**config.mk**
```make
export PLATFORM = sky130hd
export DESIGN_NAME = led_scan_sched
export DESIGN_NICKNAME = d
export VERILOG_FILES = /design/src/rtl/led_pkg.sv /design/src/rtl/led_frame_buf.sv /design/src/rtl/led_scan_sched.sv
export SDC_FILE = /design/constraint.sdc
export NUM_CORES = 1
export LEC_CHECK = 0
export ABC_AREA = 1
export CAP_MARGIN = 20
export CORE_MARGIN = 5
export CORE_UTILIZATION = 44
export DETAILED_ROUTE_END_ITERATION = 10
export PLACE_DENSITY = 0.69
export SLEW_MARGIN = 0
export SYNTH_ARGS = -nofsm -noshare
export SYNTH_HDL_FRONTEND = slang
export SYNTH_SLANG_ARGS = --single-unit
```
**constraint.sdc**
```tcl
create_clock -name CLK_50MHz -period 18.44 [get_ports CLK_50MHz]
set_clock_uncertainty 0.1 [all_clocks]
set_input_delay 3.688 -clock CLK_50MHz [delete_from_list [all_inputs] [get_ports CLK_50MHz]]
set_output_delay 3.688 -clock CLK_50MHz [all_outputs]
set_load 0.05 [all_outputs]
```
**src/rtl/led_pkg.sv**
```systemverilog
// rtl/led_pkg.sv - shared constants and types for the LED matrix scan scheduler
package led_pkg;

    localparam int LED_COLS = 16;
    localparam int LED_ROWS = 16;

    typedef logic [3:0]          col_idx_t;
    typedef logic [LED_ROWS-1:0] row_word_t;

    typedef enum logic {
        BLANK = 1'b0,
        DRIVE = 1'b1
    } scan_state_t;

endpackage

```
**src/rtl/led_frame_buf.sv**
```systemverilog
// rtl/led_frame_buf.sv - dual-bank 16x16 frame store, one write port, one combinational read port
module led_frame_buf
    import led_pkg::*;
(
    input  logic      CLK_50MHz,
    input  logic      RST,
    input  logic      wr_en,
    input  logic      wr_bank,
    input  col_idx_t  wr_addr,
    input  row_word_t wr_data,
    input  logic      rd_bank,
    input  col_idx_t  rd_addr,
    output row_word_t rd_data
);

    row_word_t mem [2][LED_COLS];

    // Column word storage; reset blanks both banks so a fresh scan shows nothing
    always_ff @(posedge CLK_50MHz or posedge RST) begin
        if (RST) begin
            for (int b = 0; b < 2; b++) begin
                for (int c = 0; c < LED_COLS; c++) begin
                    mem[b][c] <= '0;
                end
            end
        end else if (wr_en) begin
            mem[wr_bank][wr_addr] <= wr_data;
        end
    end

    assign rd_data = mem[rd_bank][rd_addr];

endmodule

```
**src/rtl/led_scan_sched.sv**
```systemverilog
// rtl/led_scan_sched.sv - column scan, blanking, bank swap and scroll for the 16x16 LED matrix (option: LED_SCAN_BRIGHT_EN)
module led_scan_sched
    import led_pkg::*;
#(
    parameter int DWELL_CYC     = 5000,
    parameter int BLANK_CYC     = 50,
    parameter int SCROLL_FRAMES = 62
) (
    input  logic      CLK_50MHz,
    input  logic      RST,
    input  logic      wr_en,
    input  col_idx_t  wr_addr,
    input  row_word_t wr_data,
    input  logic      swap_req,
    output logic      swap_ack,
    input  logic      scroll_en,
`ifdef LED_SCAN_BRIGHT_EN
    input  logic [2:0] bright,
`endif
    output logic      frame_done,
    output row_word_t column,
    output row_word_t row
);

    localparam int CYC_MAX = (DWELL_CYC > BLANK_CYC) ? DWELL_CYC : BLANK_CYC;
    localparam int CW      = (CYC_MAX > 1) ? $clog2(CYC_MAX) : 1;
    localparam int FW      = (SCROLL_FRAMES > 1) ? $clog2(SCROLL_FRAMES) : 1;

    scan_state_t state, state_nxt;
    logic [CW-1:0] cyc, cyc_nxt;
    col_idx_t      col_idx, col_nxt;
    logic          frame_end;
    logic          swap_now;

    logic          disp_bank;
    logic          swap_pending;
    col_idx_t      offset;
    logic [FW-1:0] frame_cnt;

    row_word_t     rd_data;
    logic          row_on;

    led_frame_buf u_frame_buf (
        .CLK_50MHz (CLK_50MHz),
        .RST       (RST),
        .wr_en     (wr_en),
        .wr_bank   (~disp_bank),
        .wr_addr   (wr_addr),
        .wr_data   (wr_data),
        .rd_bank   (disp_bank),
        .rd_addr   (col_idx + offset),
        .rd_data   (rd_data)
    );

    // Scan state register: phase, cycle-in-phase and current column
    always_ff @(posedge CLK_50MHz or posedge RST) begin
        if (RST) begin
            state   <= BLANK;
            cyc     <= '0;
            col_idx <= '0;
        end else begin
            state   <= state_nxt;
            cyc     <= cyc_nxt;
            col_idx <= col_nxt;
        end
    end

    // Next-state: blank gap, then dwell; the final dwell cycle of column 15 ends the frame
    always_comb begin
        state_nxt = state;
        cyc_nxt   = cyc + 1'b1;
        col_nxt   = col_idx;
        frame_end = 1'b0;
        case (state)
            BLANK: begin
                if (cyc == CW'(BLANK_CYC - 1)) begin
                    state_nxt = DRIVE;
                    cyc_nxt   = '0;
                end
            end
            DRIVE: begin
                if (cyc == CW'(DWELL_CYC - 1)) begin
                    state_nxt = BLANK;
                    cyc_nxt   = '0;
                    col_nxt   = col_idx + 1'b1;
                    frame_end = (col_idx == col_idx_t'(LED_COLS - 1));
                end
            end
            default: begin
                state_nxt = BLANK;
                cyc_nxt   = '0;
            end
        endcase
    end

    // A request arriving on the frame-end cycle itself is honoured at that boundary
    assign swap_now = frame_end & (swap_pending | swap_req);

    // Bank swap bookkeeping; any number of requests in a frame collapse into one swap
    always_ff @(posedge CLK_50MHz or posedge RST) begin
        if (RST) begin
            disp_bank    <= 1'b0;
            swap_pending <= 1'b0;
        end else if (swap_now) begin
            disp_bank    <= ~disp_bank;
            swap_pending <= 1'b0;
        end else if (swap_req) begin
            swap_pending <= 1'b1;
        end
    end

    // Scroll: count enabled frame ends, step the column offset every SCROLL_FRAMES of them
    always_ff @(posedge CLK_50MHz or posedge RST) begin
        if (RST) begin
            frame_cnt <= '0;
            offset    <= '0;
        end else if (frame_end && scroll_en) begin
            if (frame_cnt == FW'(SCROLL_FRAMES - 1)) begin
                frame_cnt <= '0;
                offset    <= offset + 1'b1;
            end else begin
                frame_cnt <= frame_cnt + 1'b1;
            end
        end
    end

`ifdef LED_SCAN_BRIGHT_EN
    logic [2:0]  bright_q;
    logic [31:0] on_cycles;

    // Latch brightness as the dwell starts so it cannot change mid-column
    always_ff @(posedge CLK_50MHz or posedge RST) begin
        if (RST) begin
            bright_q <= 3'd7;
        end else if (state == BLANK && state_nxt == DRIVE) begin
            bright_q <= bright;
        end
    end

    assign on_cycles = ((32'(bright_q) + 32'd1) * 32'(DWELL_CYC)) >> 3;
    assign row_on    = (32'(cyc) < on_cycles);
`else
    assign row_on = 1'b1;
`endif

    // Registered pins: one cycle behind the scan state so nothing glitches at the matrix
    always_ff @(posedge CLK_50MHz or posedge RST) begin
        if (RST) begin
            column     <= '0;
            row        <= '1;
            frame_done <= 1'b0;
            swap_ack   <= 1'b0;
        end else begin
            column     <= (state == DRIVE) ? (row_word_t'(1) << col_idx) : '0;
            row        <= (state == DRIVE && row_on) ? ~rd_data : '1;
            frame_done <= frame_end;
            swap_ack   <= swap_now;
        end
    end

endmodule

```
==> summary.txt, run 1 <==
Routing
  – Routed WL: 73450 microns
  – Vias per cell: 5.414
  – Drc violations: 0
  – Drt first-iter violations: roughly 2600
  – Pre-Repair DR Iteration Count: 6
  – WL per Instance: 17.84 microns
  – Antenna Nets Post-Route: 0
  – Via Count: between 20000 and 25000

Final layout
  – Fin area: 30030 sq um
  – Area growth syn-to-layout: 13.30%
  – Final nets: 3324
  – Fin cells: 4116
  – Antenna fix cells: 0
  – Share of layout cells above drive strength 1: 0.05669

Worst setup path
  – Slowest cell on the critical path: buf_4
  – Startpoint Class: input pin
  – Critical Path AT: ~6.4 ns
  – Critical path cell sequence: clkdlybuf4s50_1 -> clkinvlp_4 -> buf_4 -> buf_4 -> buf_12
  – Reg2reg start: col_idx[0]$_DFFE_PP0P_
  – CP endpoint kind: asynchronous set/reset pin
  – CP max FO: roughly 170
  – Internal reg-to-reg setup slack: 14.42 ns
  – R2R Path End: row[3]$_DFF_PP1_
  – Data required time of the worst path: 18.95 ns
  – R2R depth: 11
  – Critical path's largest stage delay: 0.74 ns
  – Kind of critical path: in -> async
  – Critical Path Most Common Cell: buf_4

Placed design
  – I/O Buffers: between 50 and 60
  – DP Cell Count: 3983
  – Placer Congestion: between 0.8 and 0.9
  – DP HPWL: approximately 41000 microns
  – Placed cell areas: 27480 sq um

Hold path
  – Worst Min Path Start: u_frame_buf.mem[254]$_DFFE_PP0P_
  – Worst min path class: reg -> reg
  – Hold Path Sink: u_frame_buf.mem[254]$_DFFE_PP0P_
  – Hold Crit Depth: 2

Die
  – Die height: around 260 microns
  – Core ar.: 60020 sq um
  – DIE AREA: 65250 sq um
  – I/O pin total: roughly 60
  – Initial Util: 0.4416
  – # rows: 90
  – Die width: 255.4 microns

Global route
  – Total track usage: 0.2204
  – Initial antenna violation count: 0
  – Vias in the first global route: 20920
  – Total grt overflow: 0
  – Largest net degree at the start of global routing: 173
  – First-pass GRT wire length: 117200 microns

Timing
  – Slew Limit Fails: 0
  – Worst-Margin Slew: 1.109 ns
  – Part of the cycle the worst path needs: 0.3204
  – RSZ-0062 raised after global routing: false
  – Setup_tns: 0 ns
  – Final Hold Viols: 0
  – Setup violators final: 0
  – Max transition margin: 0.2586
  – Max Fclk: approximately 170 MHz
  – Tmin final: approximately 5.9 ns

Clock network
  – Clock sinks: 576
  – Hold buffer count at CTS: 0
  – Skew-Pair Late Insertion Delay: 0.63 ns
  – # Post-CTS Setup Buffers: 0
  – CTS buffer count: 59
  – CTS resizes: 0
  – CTS H-tree lvls: 2
  – CTS root buf: clkbuf_16
  – CTS tree: built
  – Clk buf depth: 3
  – Worst-path clk slew: 0.06 ns

Power
  – VDD IR-drop max: ~0.077 mV
  – PD cells: around 98 nW/um^2
  – Static Leakage: 13.86 nW

Synthesis
  – Syn Nets: ~3400
  – Mapped cell area: 26510 sq um
  – Mean post-synth cell area: approximately 8 sq um
  – Post-synth EDFFs: 0
  – Synth warn: 0
  – Primary FF master, synth: dfrtp_1
  – Mapped Cells: 3359
  – Synth Register Bits: 576
  – Ys async rst share: 1.000
  – Library cells used by synthesis: 27
  – Sequential area share after synthesis: 0.5445

Run
  – Max Cap Viol: 0

Outcome
  – Status: completed
==> final cells by class <==
class	instances	area, sq um
Clock inverter	27	410.4
Inverter	190	728.2
Clock buffer	84	1723
Timing Repair Buffer	119	1436
Tap cell	782	978.4
Sequential cell	576	14440
Multi-Input combinational cell	2338	10320
Fill cell	5622	29990
==> state kept, by name, summed over array words and instances (netlist names), 4 cells and up <==
register,cells
col_idx,4
column,16
cyc,13
frame_cnt,6
offset,4
row,16
u_frame_buf.mem,512
==> routing by layer <==
layer,share of wire,track usage
met1,0.45,0.3181
met2,0.43,0.3376
met4,0.031,0.07287
met3,0.082,0.04335
met5,0,0
==> worst max-delay path: cells and delay by family <==
kind	cells	cell delay, ns
buffers and inverters	5	2.47
==> metrics by stage <==
stage | hold slack (ns) | total power, mW | setup WS [ns] | util
after floorplan | 0.3529 | 1.591 | 6.818 | -
after global placement | 0.3648 | 1.639 | 11.80 | 0.4551
after detailed placement | 0.3723 | 1.653 | 11.77 | 0.4579
after CTS | 0.3871 | 2.956 | 12.45 | 0.4934
after global routing | 0.3976 | 3.057 | 12.12 | 0.5004
final | 0.3829 | 2.937 | 12.53 | 0.5004
==> power by group <==
group	internal, mW	total (mW)	leakage [nW]	switching [mW]
sequential	1.38	1.45	7.62	0.0647
combinational	0.0677	0.186	5.20	0.118
clock	0.790	1.30	1.04	0.512
==> worst max path at each step <==
stage	from	endpoint	slack [ns]	depth (start not counted)
after floorplan	RST	col_idx[0]$_DFFE_PP0P_	6.82	1
final	RST	u_frame_buf.mem[190]$_DFFE_PP0P_	12.53	5
after detailed placement	RST	u_frame_buf.mem[105]$_DFFE_PP0P_	11.77	5
after global placement	RST	u_frame_buf.mem[121]$_DFFE_PP0P_	11.80	5
after CTS	RST	u_frame_buf.mem[342]$_DFFE_PP0P_	12.45	5
after global routing	RST	u_frame_buf.mem[284]$_DFFE_PP0P_	12.12	5
==> layout by cell type (no fill, tap or decap) <==
| cell | synthesis | final |
|---|---|---|
| ha_4 | 0 | 1 |
| nand2_1 | 1239 | 1239 |
| xor2_2 | 1 | 1 |
| or2_1 | 2 | 2 |
| clkbuf_16 | 0 | 61 |
| buf_12 | 0 | 2 |
| o21ai_0 | 515 | 515 |
| bufinv_16 | 0 | 10 |
| dfrtp_1 | 560 | 559 |
| clkbuf_1 | 178 | 12 |
| buf_4 | 11 | 31 |
| nor2_4 | 1 | 1 |
| fa_2 | 0 | 1 |
| clkinv_2 | 0 | 13 |
| ha_1 | 14 | 13 |
| inv_1 | 187 | 185 |
| xor2_1 | 10 | 10 |
| clkdlybuf4s50_1 | 0 | 58 |
| buf_16 | 0 | 13 |
| inv_4 | 0 | 1 |
| xnor2_2 | 1 | 2 |
| nand4_1 | 5 | 5 |
| o21ai_1 | 9 | 9 |
| or2_2 | 1 | 1 |
| clkbuf_8 | 0 | 11 |
| nor4_1 | 1 | 1 |
| dfrtp_4 | 0 | 1 |
| clkinvlp_4 | 0 | 5 |
| and3_1 | 1 | 1 |
| nand3_1 | 455 | 455 |
| inv_8 | 0 | 1 |
| nor2_1 | 61 | 61 |
| xnor2_1 | 6 | 5 |
| inv_2 | 3 | 1 |
| inv_16 | 0 | 1 |
| a21oi_1 | 7 | 7 |
| buf_8 | 0 | 15 |
| nor3_1 | 8 | 8 |
| dfstp_2 | 16 | 16 |
==> Yosys cell counts, types with 8 or more instances <==
master | n | share of area
nand2_1 | 1239 | 0.18
dfrtp_1 | 560 | 0.53
o21ai_0 | 515 | 0.097
nand3_1 | 455 | 0.086
inv_1 | 187 | 0.026
clkbuf_1 | 178 | 0.025
nor2_1 | 61 | 0.0086
buf_2 | 52 | 0.0098
dfstp_2 | 16 | 0.016
buf_1 | 14 | 0.0020
ha_1 | 14 | 0.0066
buf_4 | 11 | 0.0031
xor2_1 | 10 | 0.0033
o21ai_1 | 9 | 0.0017
nor3_1 | 8 | 0.0015
==> kinds of logic (layout without fill, tap and decap cells) <==
family / after synthesis / in the layout / synth area share
AO/OA/AOI/OAI: 531 / 531 / 0.1003
XOR/XNOR: 18 / 18 / 0.006514
adder cells (fa/ha/maj): 15 / 15 / 0.007364
buffers and inverters: 445 / 420 / 0.06703
flip-flops: 576 / 576 / 0.5445
AND/OR/NAND/NOR: 1774 / 1774 / 0.2743
Power figures use the tool's default switching activity.
==> run 2: changes to the inputs <==
==> constraint.sdc (replaced) <==
create_clock -name CLK_50MHz -period 5.15 [get_ports CLK_50MHz]
set_clock_uncertainty 0.1 [all_clocks]
set_input_delay 1.03 -clock CLK_50MHz [delete_from_list [all_inputs] [get_ports CLK_50MHz]]
set_output_delay 1.03 -clock CLK_50MHz [all_outputs]
set_load 0.05 [all_outputs]
==> summary.txt, run 2 (synthesized netlist as in run 1, its figures left out) <==
Outcome
  – Status: completed

Worst setup path
  – CP endpoint kind: register
  – Buf/Inv on CP: 2
  – Family with the most delay on the worst path: buffers and inverters
  – Critical path's largest stage delay: 0.56 ns
  – Data required time of the worst path: roughly 5.6 ns
  – CP max FO: 35
  – Kind of critical path: reg -> reg
  – Critical Path AT: 3.70 ns
  – Startpoint Class: register
  – Critical path cell sequence: ha_4 -> fa_2 -> clkinv_2 -> buf_4 -> nand3_1 -> nand3_1 -> nand2_1 -> nand2_1 -> nand3_1
  – Slowest cell on the critical path: fa_2
  – Critical Path Most Common Cell: nand3_1

Clock network
  – CTS root buf: clkbuf_16
  – CTS buffer count: 66
  – Worst-path clk slew: 0.06 ns
  – CTS tree: built
  – Hold buffer count at CTS: 0
  – CTS H-tree lvls: 3
  – Clock sinks: 576
  – CTS resizes: 0
  – Skew-Pair Late Insertion Delay: 0.60 ns
  – Clk buf depth: 3
  – # Post-CTS Setup Buffers: 0

Placed design
  – I/O Buffers: 58
  – Placer Congestion: 0.8159
  – DP HPWL: 41680 microns
  – Pre-CTS setup slack: 1.396 ns

Global route
  – First-pass GRT wire length: 119000 microns
  – Vias in the first global route: 20980
  – Total grt overflow: 0
  – Initial antenna violation count: 0
  – Total track usage: 0.2236
  – Largest net degree at the start of global routing: 155

Final layout
  – Share of layout cells above drive strength 1: 0.05599
  – Area growth syn-to-layout: 14.00%
  – Biggest regs: u_frame_buf.mem: 512 flops, column: 16 flops, row: 16 flops
  – Most frequent cells in the layout: nand2_1, dfrtp_1, o21ai_0, nand3_1, inv_1
  – Final nets: 3331
  – Leading cell type in the layout, fill and taps excluded: nand2_1
  – Largest Register: u_frame_buf.mem
  – Max reg flops: 512
  – Antenna fix cells: 0

Timing
  – Tmin final: around 3.3 ns
  – Max transition margin: 0.2414
  – Max Fclk: roughly 300 MHz
  – RSZ-0062 raised after global routing: false
  – Setup violators final: 0
  – Part of the cycle the worst path needs: 0.6424
  – Setup_tns: 0 ns
  – Final Hold Viols: 0
  – PnR worst setup slack: 1.842 ns
  – Slew Limit Fails: 0
  – Worst-Margin Slew: 1.137 ns

Routing
  – Via Count: 22350
  – Antenna Nets Post-Route: 0
  – Drt first-iter violations: 2602
  – Drc violations: 0
  – Pre-Repair DR Iteration Count: 6
  – Routed WL: 74200 microns
  – WL per Instance: 18.00 microns
  – Vias per cell: 5.421

Die
  – Die width: 255.4 microns
  – Core ar.: 60020 sq um
  – # rows: 90
  – I/O pin total: 59
  – DIE AREA: around 65000 sq um
  – Initial Util: 0.4416
  – Die height: about 260 microns

Power
  – PD cells: ~350 nW/um^2
  – VDD IR-drop max: 0.2241 mV
  – Final Power: around 11 mW
  – Static Leakage: 13.96 nW

Hold path
  – Worst min path class: reg -> reg

Run
  – Max Cap Viol: 0
## run 2: routing by layer
metal  part of all wire  vias to the layer above  track usage
li1                   -                    10620            -
met1               0.45                    10800       0.3274
met2               0.45                      813       0.3453
met3              0.076                      107      0.03851
met4              0.024                        0      0.06508
met5                  0                        -            0
## run 2: path summary, 6_finish.rpt
| path | start | endpoint | slack [ns] | depth (start not counted) |
|---|---|---|---|---|
| setup / recovery | col_idx[0]$_DFFE_PP0P_ | row[5]$_DFF_PP1_ | 1.84 | 9 |
| hold / removal | u_frame_buf.mem[173]$_DFFE_PP0P_ | u_frame_buf.mem[173]$_DFFE_PP0P_ | 0.38 | 2 |
| setup reg to reg | col_idx[0]$_DFFE_PP0P_ | row[5]$_DFF_PP1_ | 1.84 | 9 |
| hold reg to reg | u_frame_buf.mem[173]$_DFFE_PP0P_ | u_frame_buf.mem[173]$_DFFE_PP0P_ | 0.38 | 2 |
| max in group asynchronous | RST | u_frame_buf.mem[436]$_DFFE_PP0P_ | 2.98 | 4 |
| min in group asynchronous | RST | u_frame_buf.mem[367]$_DFFE_PP0P_ | 0.70 | 2 |
## run 2: power by group
part           switching, mW  internal [mW]  total [mW]
registers              0.233           4.96        5.19
clock network           1.85           2.99        4.84
logic                  0.425          0.242       0.668
## run 2: layout make-up
cell class | count | area, sq um
clock buffers | 108 | 2108
clock inverters | 9 | 148.9
fillers | 5684 | 29800
inverters | 190 | 728.2
multi-input cells | 2338 | 10320
flip-flops and latches | 576 | 14440
well taps | 782 | 978.4
repair buffers | 119 | 1498
## run 2: metrics by stage
step                      utilization  instances  cell area [sq um]  hold slack, ns
after floorplan                     -       3359              26510          0.3529
after global placement         0.4563       3980              27390          0.3649
after detailed placement       0.4584       3985              27510          0.3721
after CTS                      0.4960       4102              29770          0.3861
after global routing           0.5035       4122              30220          0.3972
final                          0.5035       4122              30220          0.3800
## run 2: worst min-delay path: cells and delay by family (launching register included)
family / cells / cell delay, ns
flip-flops: 1 / 0.34
AO/OA/AOI/OAI: 1 / 0.06
AND/OR/NAND/NOR: 1 / 0.05
